$ cat src/rtl/mips_pkg.sv
// Shared definitions for the five-stage MIPS core: opcodes, ALU-op classes
// and the packed control bundle that travels down the pipeline.
package mips_pkg;

  localparam int OPCODE_W = 6;

  localparam logic [OPCODE_W-1:0] OP_RTYPE  = 6'd0;
  localparam logic [OPCODE_W-1:0] OP_IMM1   = 6'd1;
  localparam logic [OPCODE_W-1:0] OP_LOAD   = 6'd4;
  localparam logic [OPCODE_W-1:0] OP_STORE  = 6'd5;
  localparam logic [OPCODE_W-1:0] OP_BRANCH = 6'd6;
  localparam logic [OPCODE_W-1:0] OP_IMM    = 6'd7;

  localparam int ALU_OP_W = 3;

  localparam logic [ALU_OP_W-1:0] ALU_OP_RTYPE = 3'd0;
  localparam logic [ALU_OP_W-1:0] ALU_OP_BRCMP = 3'd1;
  localparam logic [ALU_OP_W-1:0] ALU_OP_IMM1  = 3'd2;
  localparam logic [ALU_OP_W-1:0] ALU_OP_MEM   = 3'd3;

  typedef struct packed {
    logic                reg_dst;
    logic                alu_src;
    logic                mem_to_reg;
    logic                reg_write;
    logic                mem_read;
    logic                mem_write;
    logic                branch;
    logic [ALU_OP_W-1:0] alu_op;
  } ctrl_t;

  localparam int CTRL_W = $bits(ctrl_t);

  localparam ctrl_t CTRL_BUBBLE = 10'b0;

  // rt is a source operand for R-type, stores and branch compares.
  function automatic logic rt_in_use(input ctrl_t c);
    return c.reg_dst | c.mem_write | c.branch;
  endfunction

endpackage

$ cat src/rtl/id_ex_stage_hazard_detect.sv
// Combinational load-use hazard detector between the load in EX and the
// instruction currently in ID.
module hazard_detect
  import mips_pkg::*;
#(
  parameter int REG_W = 5
) (
  input  logic             ex_valid,
  input  logic             ex_mem_read,
  input  logic [REG_W-1:0] ex_rt,
  input  logic             id_valid,
  input  logic [REG_W-1:0] id_rs,
  input  logic [REG_W-1:0] id_rt,
  input  logic             id_reg_dst,
  input  logic             id_mem_write,
  input  logic             id_branch,
  output logic             hazard_raw
);

  logic  load_in_ex_s;
  logic  rs_match_s;
  logic  rt_match_s;
  ctrl_t id_use_s;

  // Register 0 is hard-wired, so a load targeting it never creates a hazard.
  always_comb begin
    id_use_s           = CTRL_BUBBLE;
    id_use_s.reg_dst   = id_reg_dst;
    id_use_s.mem_write = id_mem_write;
    id_use_s.branch    = id_branch;
    load_in_ex_s = ex_valid & ex_mem_read & (ex_rt != {REG_W{1'b0}});
    rs_match_s   = (ex_rt == id_rs);
    rt_match_s   = (ex_rt == id_rt) & rt_in_use(id_use_s);
    if (load_in_ex_s && id_valid) begin
      hazard_raw = rs_match_s | rt_match_s;
    end else begin
      hazard_raw = 1'b0;
    end
  end

endmodule

$ cat src/rtl/id_ex_stage.sv
// ID/EX pipeline register with load-use bubble insertion, flush/hold
// handling and a saturating bubble counter.
module id_ex_stage
  import mips_pkg::*;
#(
  parameter int DATA_W = 32,
  parameter int REG_W  = 5,
  parameter int CNT_W  = 16
) (
  input  logic              clk,
  input  logic              rst,
  input  logic              id_valid,
  input  logic              id_reg_dst,
  input  logic              id_alu_src,
  input  logic              id_mem_to_reg,
  input  logic              id_reg_write,
  input  logic              id_mem_read,
  input  logic              id_mem_write,
  input  logic              id_branch,
  input  logic [2:0]        id_alu_op,
  input  logic [REG_W-1:0]  id_rs,
  input  logic [REG_W-1:0]  id_rt,
  input  logic [REG_W-1:0]  id_rd,
  input  logic [DATA_W-1:0] id_rdata1,
  input  logic [DATA_W-1:0] id_rdata2,
  input  logic [DATA_W-1:0] id_imm,
  input  logic [DATA_W-1:0] id_pc4,
  input  logic              flush,
  input  logic              ex_hold,
  output logic              stall,
  output logic              ex_valid,
  output logic              ex_reg_dst,
  output logic              ex_alu_src,
  output logic              ex_mem_to_reg,
  output logic              ex_reg_write,
  output logic              ex_mem_read,
  output logic              ex_mem_write,
  output logic              ex_branch,
  output logic [2:0]        ex_alu_op,
  output logic [REG_W-1:0]  ex_rs,
  output logic [REG_W-1:0]  ex_rt,
  output logic [REG_W-1:0]  ex_rd,
  output logic [DATA_W-1:0] ex_rdata1,
  output logic [DATA_W-1:0] ex_rdata2,
  output logic [DATA_W-1:0] ex_imm,
  output logic [DATA_W-1:0] ex_pc4,
  output logic [CNT_W-1:0]  bubble_cnt
);

  localparam logic [CNT_W-1:0] CNT_MAX = {CNT_W{1'b1}};
  localparam logic [CNT_W-1:0] CNT_ONE = {{(CNT_W-1){1'b0}}, 1'b1};

  typedef enum logic [1:0] {
    UPD_CAPTURE = 2'd0,
    UPD_HOLD    = 2'd1,
    UPD_BUBBLE  = 2'd2
  } upd_e;

  ctrl_t             id_ctrl_s;
  ctrl_t             ex_ctrl_r;
  logic              ex_valid_r;
  logic [REG_W-1:0]  ex_rs_r;
  logic [REG_W-1:0]  ex_rt_r;
  logic [REG_W-1:0]  ex_rd_r;
  logic [DATA_W-1:0] ex_rdata1_r;
  logic [DATA_W-1:0] ex_rdata2_r;
  logic [DATA_W-1:0] ex_imm_r;
  logic [DATA_W-1:0] ex_pc4_r;
  logic [CNT_W-1:0]  bubble_cnt_r;
  logic              hazard_raw_s;
  upd_e              upd_s;
  logic              count_s;

  // Bundle the decoded control bits so they move as one field.
  always_comb begin
    id_ctrl_s            = CTRL_BUBBLE;
    id_ctrl_s.reg_dst    = id_reg_dst;
    id_ctrl_s.alu_src    = id_alu_src;
    id_ctrl_s.mem_to_reg = id_mem_to_reg;
    id_ctrl_s.reg_write  = id_reg_write;
    id_ctrl_s.mem_read   = id_mem_read;
    id_ctrl_s.mem_write  = id_mem_write;
    id_ctrl_s.branch     = id_branch;
    id_ctrl_s.alu_op     = id_alu_op;
  end

  hazard_detect #(
    .REG_W (REG_W)
  ) u_hazard_detect (
    .ex_valid     (ex_valid_r),
    .ex_mem_read  (ex_ctrl_r.mem_read),
    .ex_rt        (ex_rt_r),
    .id_valid     (id_valid),
    .id_rs        (id_rs),
    .id_rt        (id_rt),
    .id_reg_dst   (id_reg_dst),
    .id_mem_write (id_mem_write),
    .id_branch    (id_branch),
    .hazard_raw   (hazard_raw_s)
  );

  // Priority: flush over hold over load-use hazard over normal capture.
  always_comb begin
    upd_s = UPD_CAPTURE;
    if (flush) begin
      upd_s = UPD_BUBBLE;
    end else if (ex_hold) begin
      upd_s = UPD_HOLD;
    end else if (hazard_raw_s) begin
      upd_s = UPD_BUBBLE;
    end else begin
      upd_s = UPD_CAPTURE;
    end
    count_s = (upd_s == UPD_BUBBLE) & id_valid;
    stall   = hazard_raw_s & ~flush & ~ex_hold;
  end

  // Pipeline register: a bubble zeroes every field, never keeps stale data.
  always_ff @(posedge clk or posedge rst) begin
    if (rst) begin
      ex_valid_r  <= 1'b0;
      ex_ctrl_r   <= CTRL_BUBBLE;
      ex_rs_r     <= {REG_W{1'b0}};
      ex_rt_r     <= {REG_W{1'b0}};
      ex_rd_r     <= {REG_W{1'b0}};
      ex_rdata1_r <= {DATA_W{1'b0}};
      ex_rdata2_r <= {DATA_W{1'b0}};
      ex_imm_r    <= {DATA_W{1'b0}};
      ex_pc4_r    <= {DATA_W{1'b0}};
    end else begin
      case (upd_s)
        UPD_BUBBLE: begin
          ex_valid_r  <= 1'b0;
          ex_ctrl_r   <= CTRL_BUBBLE;
          ex_rs_r     <= {REG_W{1'b0}};
          ex_rt_r     <= {REG_W{1'b0}};
          ex_rd_r     <= {REG_W{1'b0}};
          ex_rdata1_r <= {DATA_W{1'b0}};
          ex_rdata2_r <= {DATA_W{1'b0}};
          ex_imm_r    <= {DATA_W{1'b0}};
          ex_pc4_r    <= {DATA_W{1'b0}};
        end
        UPD_CAPTURE: begin
          ex_valid_r  <= id_valid;
          ex_ctrl_r   <= id_ctrl_s;
          ex_rs_r     <= id_rs;
          ex_rt_r     <= id_rt;
          ex_rd_r     <= id_rd;
          ex_rdata1_r <= id_rdata1;
          ex_rdata2_r <= id_rdata2;
          ex_imm_r    <= id_imm;
          ex_pc4_r    <= id_pc4;
        end
        UPD_HOLD: begin
          ex_valid_r  <= ex_valid_r;
          ex_ctrl_r   <= ex_ctrl_r;
        end
        default: begin
          ex_valid_r  <= 1'b0;
          ex_ctrl_r   <= CTRL_BUBBLE;
        end
      endcase
    end
  end

  // Saturating bubble counter for performance monitoring.
  always_ff @(posedge clk or posedge rst) begin
    if (rst) begin
      bubble_cnt_r <= {CNT_W{1'b0}};
    end else if (count_s && (bubble_cnt_r != CNT_MAX)) begin
      bubble_cnt_r <= bubble_cnt_r + CNT_ONE;
    end else begin
      bubble_cnt_r <= bubble_cnt_r;
    end
  end

  assign ex_valid      = ex_valid_r;
  assign ex_reg_dst    = ex_ctrl_r.reg_dst;
  assign ex_alu_src    = ex_ctrl_r.alu_src;
  assign ex_mem_to_reg = ex_ctrl_r.mem_to_reg;
  assign ex_reg_write  = ex_ctrl_r.reg_write;
  assign ex_mem_read   = ex_ctrl_r.mem_read;
  assign ex_mem_write  = ex_ctrl_r.mem_write;
  assign ex_branch     = ex_ctrl_r.branch;
  assign ex_alu_op     = ex_ctrl_r.alu_op;
  assign ex_rs         = ex_rs_r;
  assign ex_rt         = ex_rt_r;
  assign ex_rd         = ex_rd_r;
  assign ex_rdata1     = ex_rdata1_r;
  assign ex_rdata2     = ex_rdata2_r;
  assign ex_imm        = ex_imm_r;
  assign ex_pc4        = ex_pc4_r;
  assign bubble_cnt    = bubble_cnt_r;

endmodule

$ cat config.mk
export PLATFORM = sky130hd
export DESIGN_NAME = id_ex_stage
export DESIGN_NICKNAME = d
export VERILOG_FILES = /design/src/rtl/mips_pkg.sv /design/src/rtl/id_ex_stage_hazard_detect.sv /design/src/rtl/id_ex_stage.sv
export SDC_FILE = /design/constraint.sdc
export NUM_CORES = 1
export LEC_CHECK = 0
export CAP_MARGIN = 0
export CORE_ASPECT_RATIO = 1.2
export CORE_UTILIZATION = 36
export DETAILED_ROUTE_END_ITERATION = 8
export PLACE_DENSITY = 0.77
export REMOVE_ABC_BUFFERS = 1
export SLEW_MARGIN = 20
export SYNTH_ARGS = -nofsm -noshare
export SYNTH_HDL_FRONTEND = slang
export SYNTH_SLANG_ARGS = --single-unit
$ cat constraint.sdc
create_clock -name clk -period 5.4 [get_ports clk]
set_input_delay 0.54 -clock clk [delete_from_list [all_inputs] [get_ports clk]]
set_output_delay 0.54 -clock clk [all_outputs]
set_load 0.01 [all_outputs]
==> metrics <==
Syn. warnings=0; critical register-to-register path startpoint=ex_rt[4]; fin crit period=~3.4 ns; Syn Inst Count=437; Synth area leaders=dfrtp_1 67%, a22o_1 21%, xnor2_1 2.9%; CP Max Fanout=between 70 and 80; power per cell area=295.4 nW/um^2; maximum capacitance violations=0; clk slew on worst S/H paths=approximately 0.060 ns; I/O pins=329; Layout fillers=1341; Antenna diodes=0; met1 global-route usage=0.2306; crit path capture type=register; Slew HR=0.4426; DRC Markers=0; clk root buf=clkbuf_16; Top Usage Layer GRT=met2; vias per cell=5.084; H-tree Lvls=4; Final Setup Violations=0; maximum vdd drop=0.2004 mV; final setup margin=1.972 ns; Syn-to-layout area delta=62.83%; unrepaired setup endpoints after global routing=false; Design Power=3.041 mW; initial antenna violation count=0; number of buffer cells added on primary ports=328; Multi-input gate area=around 1900 sq um; Layout Utilization=0.6039; CTS tree=yes; Synth top cells by count=170 x dfrtp_1, 154 x a22o_1, 27 x clkbuf_1; vias in the first global route=5216; share of layout cells above drive strength 1=0.05490; Iter 0 DRT Violations=about 320; largest area contributor in the netlist=dfrtp_1; Crit Path Class=input port to register; post-CTS setup buffers=0; Worst Path Required=5.74 ns; die area=18100 sq um; Seq/Total Area, Yosys=0.6729; Chip Width=123.0 um; crit share post-route=0.6348; Hold Path Origin=bubble_cnt[7]; Post-layout nets=about 910; largest net degree at the start of global routing=132; most frequent cell after synthesis=dfrtp_1; Yosys top cell area share=0.6729; post-route ant nets=0; worst reg2reg endpoint=ex_rdata2[10]; ys async rst share=1.000; Post-synth top flop=dfrtp_1; CTS max path bufs=2; final-report hold violation count=0; post-synthesis cell area=6322 sq um; leakage=4.536 nW; post-detail-place hpwl=13.02 mm; Avg Synthesized Cell Area=14.47 sq um; initial core utilization=0.3709; Post-synth EDFFs=0; clock sink count=170; cells on worst reg2reg path=8; status=completed; Hold Crit Class=register to register; Slew @ Worst Pin=0.8361 ns; synthesis-stage register bit count=170; Clock Latency Late Sink=roughly 0.42 ns; met3 Use GR=0.06172; first-pass GRT wire length=27.99 mm; Arr. time, crit path=approximately 3.8 ns; startpoint type of the worst setup path=input port; FP Rows=52; R2R Setup Slk=2.13 ns; RD Place Congestion=between 0.8 and 0.9; Overall Global Routing Usage=0.2023; hold_buf cts=0; Core Area=between 15000 and 20000 sq um; Setup Skew=approximately 0.012 ns; Routed WL=18.41 mm; via count=4987; FF/Latch Area=4254 sq um; Hold Path End=bubble_cnt[7]; Pre-antenna DRT Iters=4; Max Fclk=slightly below 0.3 GHz; Wirelength per Cell=18.76 um; DIE HEIGHT=147.2 um; Slew Limit Fails=0; GRT met2 Usage=0.3520; Congestion Overflow GR=0; Cells on Worst Hold Path=1; Yosys cell types=28; Worst Setup Slack post-DPL=around 1.6 ns; total CTS buffers=17; CTS-repair resized insts=0
[final cells by class]
class	instances	area share
flip-flops and latches	170	0.4132
clock inverters	12	0.008872
clock buffers	19	0.04400
well taps	216	0.02625
repair buffers	333	0.3238
multi-input cells	229	0.1827
inverters	2	0.001215
[worst max-delay path, cell delays in order]
cell	delay [ns]
clkdlybuf4s50_1	0.51
xor2_1	0.15
or4_1	0.14
o22ai_2	0.09
a21o_1	0.25
nor2_4	0.45
buf_4	0.59
buf_4	0.73
a22o_1	0.25
[placed cells by master (no fill, tap or decap), drive strengths merged, types with 4 or more instances in the layout]
master         instances
a22o                 154
and3                   6
buf                    5
clkbuf                19
clkdlybuf4s50        328
clkinv                 5
clkinvlp               4
dfrtp                170
inv                    5
nand2                  7
nand3                  9
nand4                  6
nor2                   6
xnor2                 21
xor2                   4
[cells by family after synthesis]
logic type | Yosys count | synth area share
flops | 170 | 0.6729
compound gates | 160 | 0.2211
simple gates | 42 | 0.03602
buf+inv | 38 | 0.03167
xor+xnor | 25 | 0.03463
mux | 1 | 0.001781
fa+ha+maj | 1 | 0.001979
[stage by stage]
step / instances / setup TNS [ns] / cell area (sq um) / hold WS (ns)
3_5_place_dp: 950 / 0 / 9751 / 0.4877
4_1_cts: 981 / 0 / 10290 / 0.5039
3_3_place_gp: 950 / 0 / 9751 / 0.4808
2_1_floorplan: 401 / -138.59 / 6130 / 0.5188
5_1_grt: 981 / 0 / 10290 / 0.5143
6_report: 981 / 0 / 10290 / 0.5034
[power breakdown]
part | switching, mW | internal, mW | total [mW]
combinational | 0.198 | 0.308 | 0.506
sequential | 0.0648 | 1.36 | 1.42
clock | 0.501 | 0.615 | 1.12
total | 0.763 | 2.28 | 3.04
[worst max-delay path by stage]
stage                           from       endpoint  depth (start not counted)
after floorplan                flush   ex_alu_op[0]                          2
after global placement    id_reg_dst  ex_rdata1[14]                          9
after detailed placement    id_rt[3]  ex_rdata1[22]                          9
after CTS                   id_rt[3]  ex_rdata2[10]                          9
after global routing        id_rt[3]  ex_rdata2[10]                          9
final                       id_rt[3]  ex_rdata2[10]                          9
[layer usage]
layer,routed length (um),up-vias
li1,-,2296
met3,1397,28
met4,433,0
met5,0,-
met1,7175,2455
met2,9399,208
No activity file was read; power rests on OpenSTA's default activity.
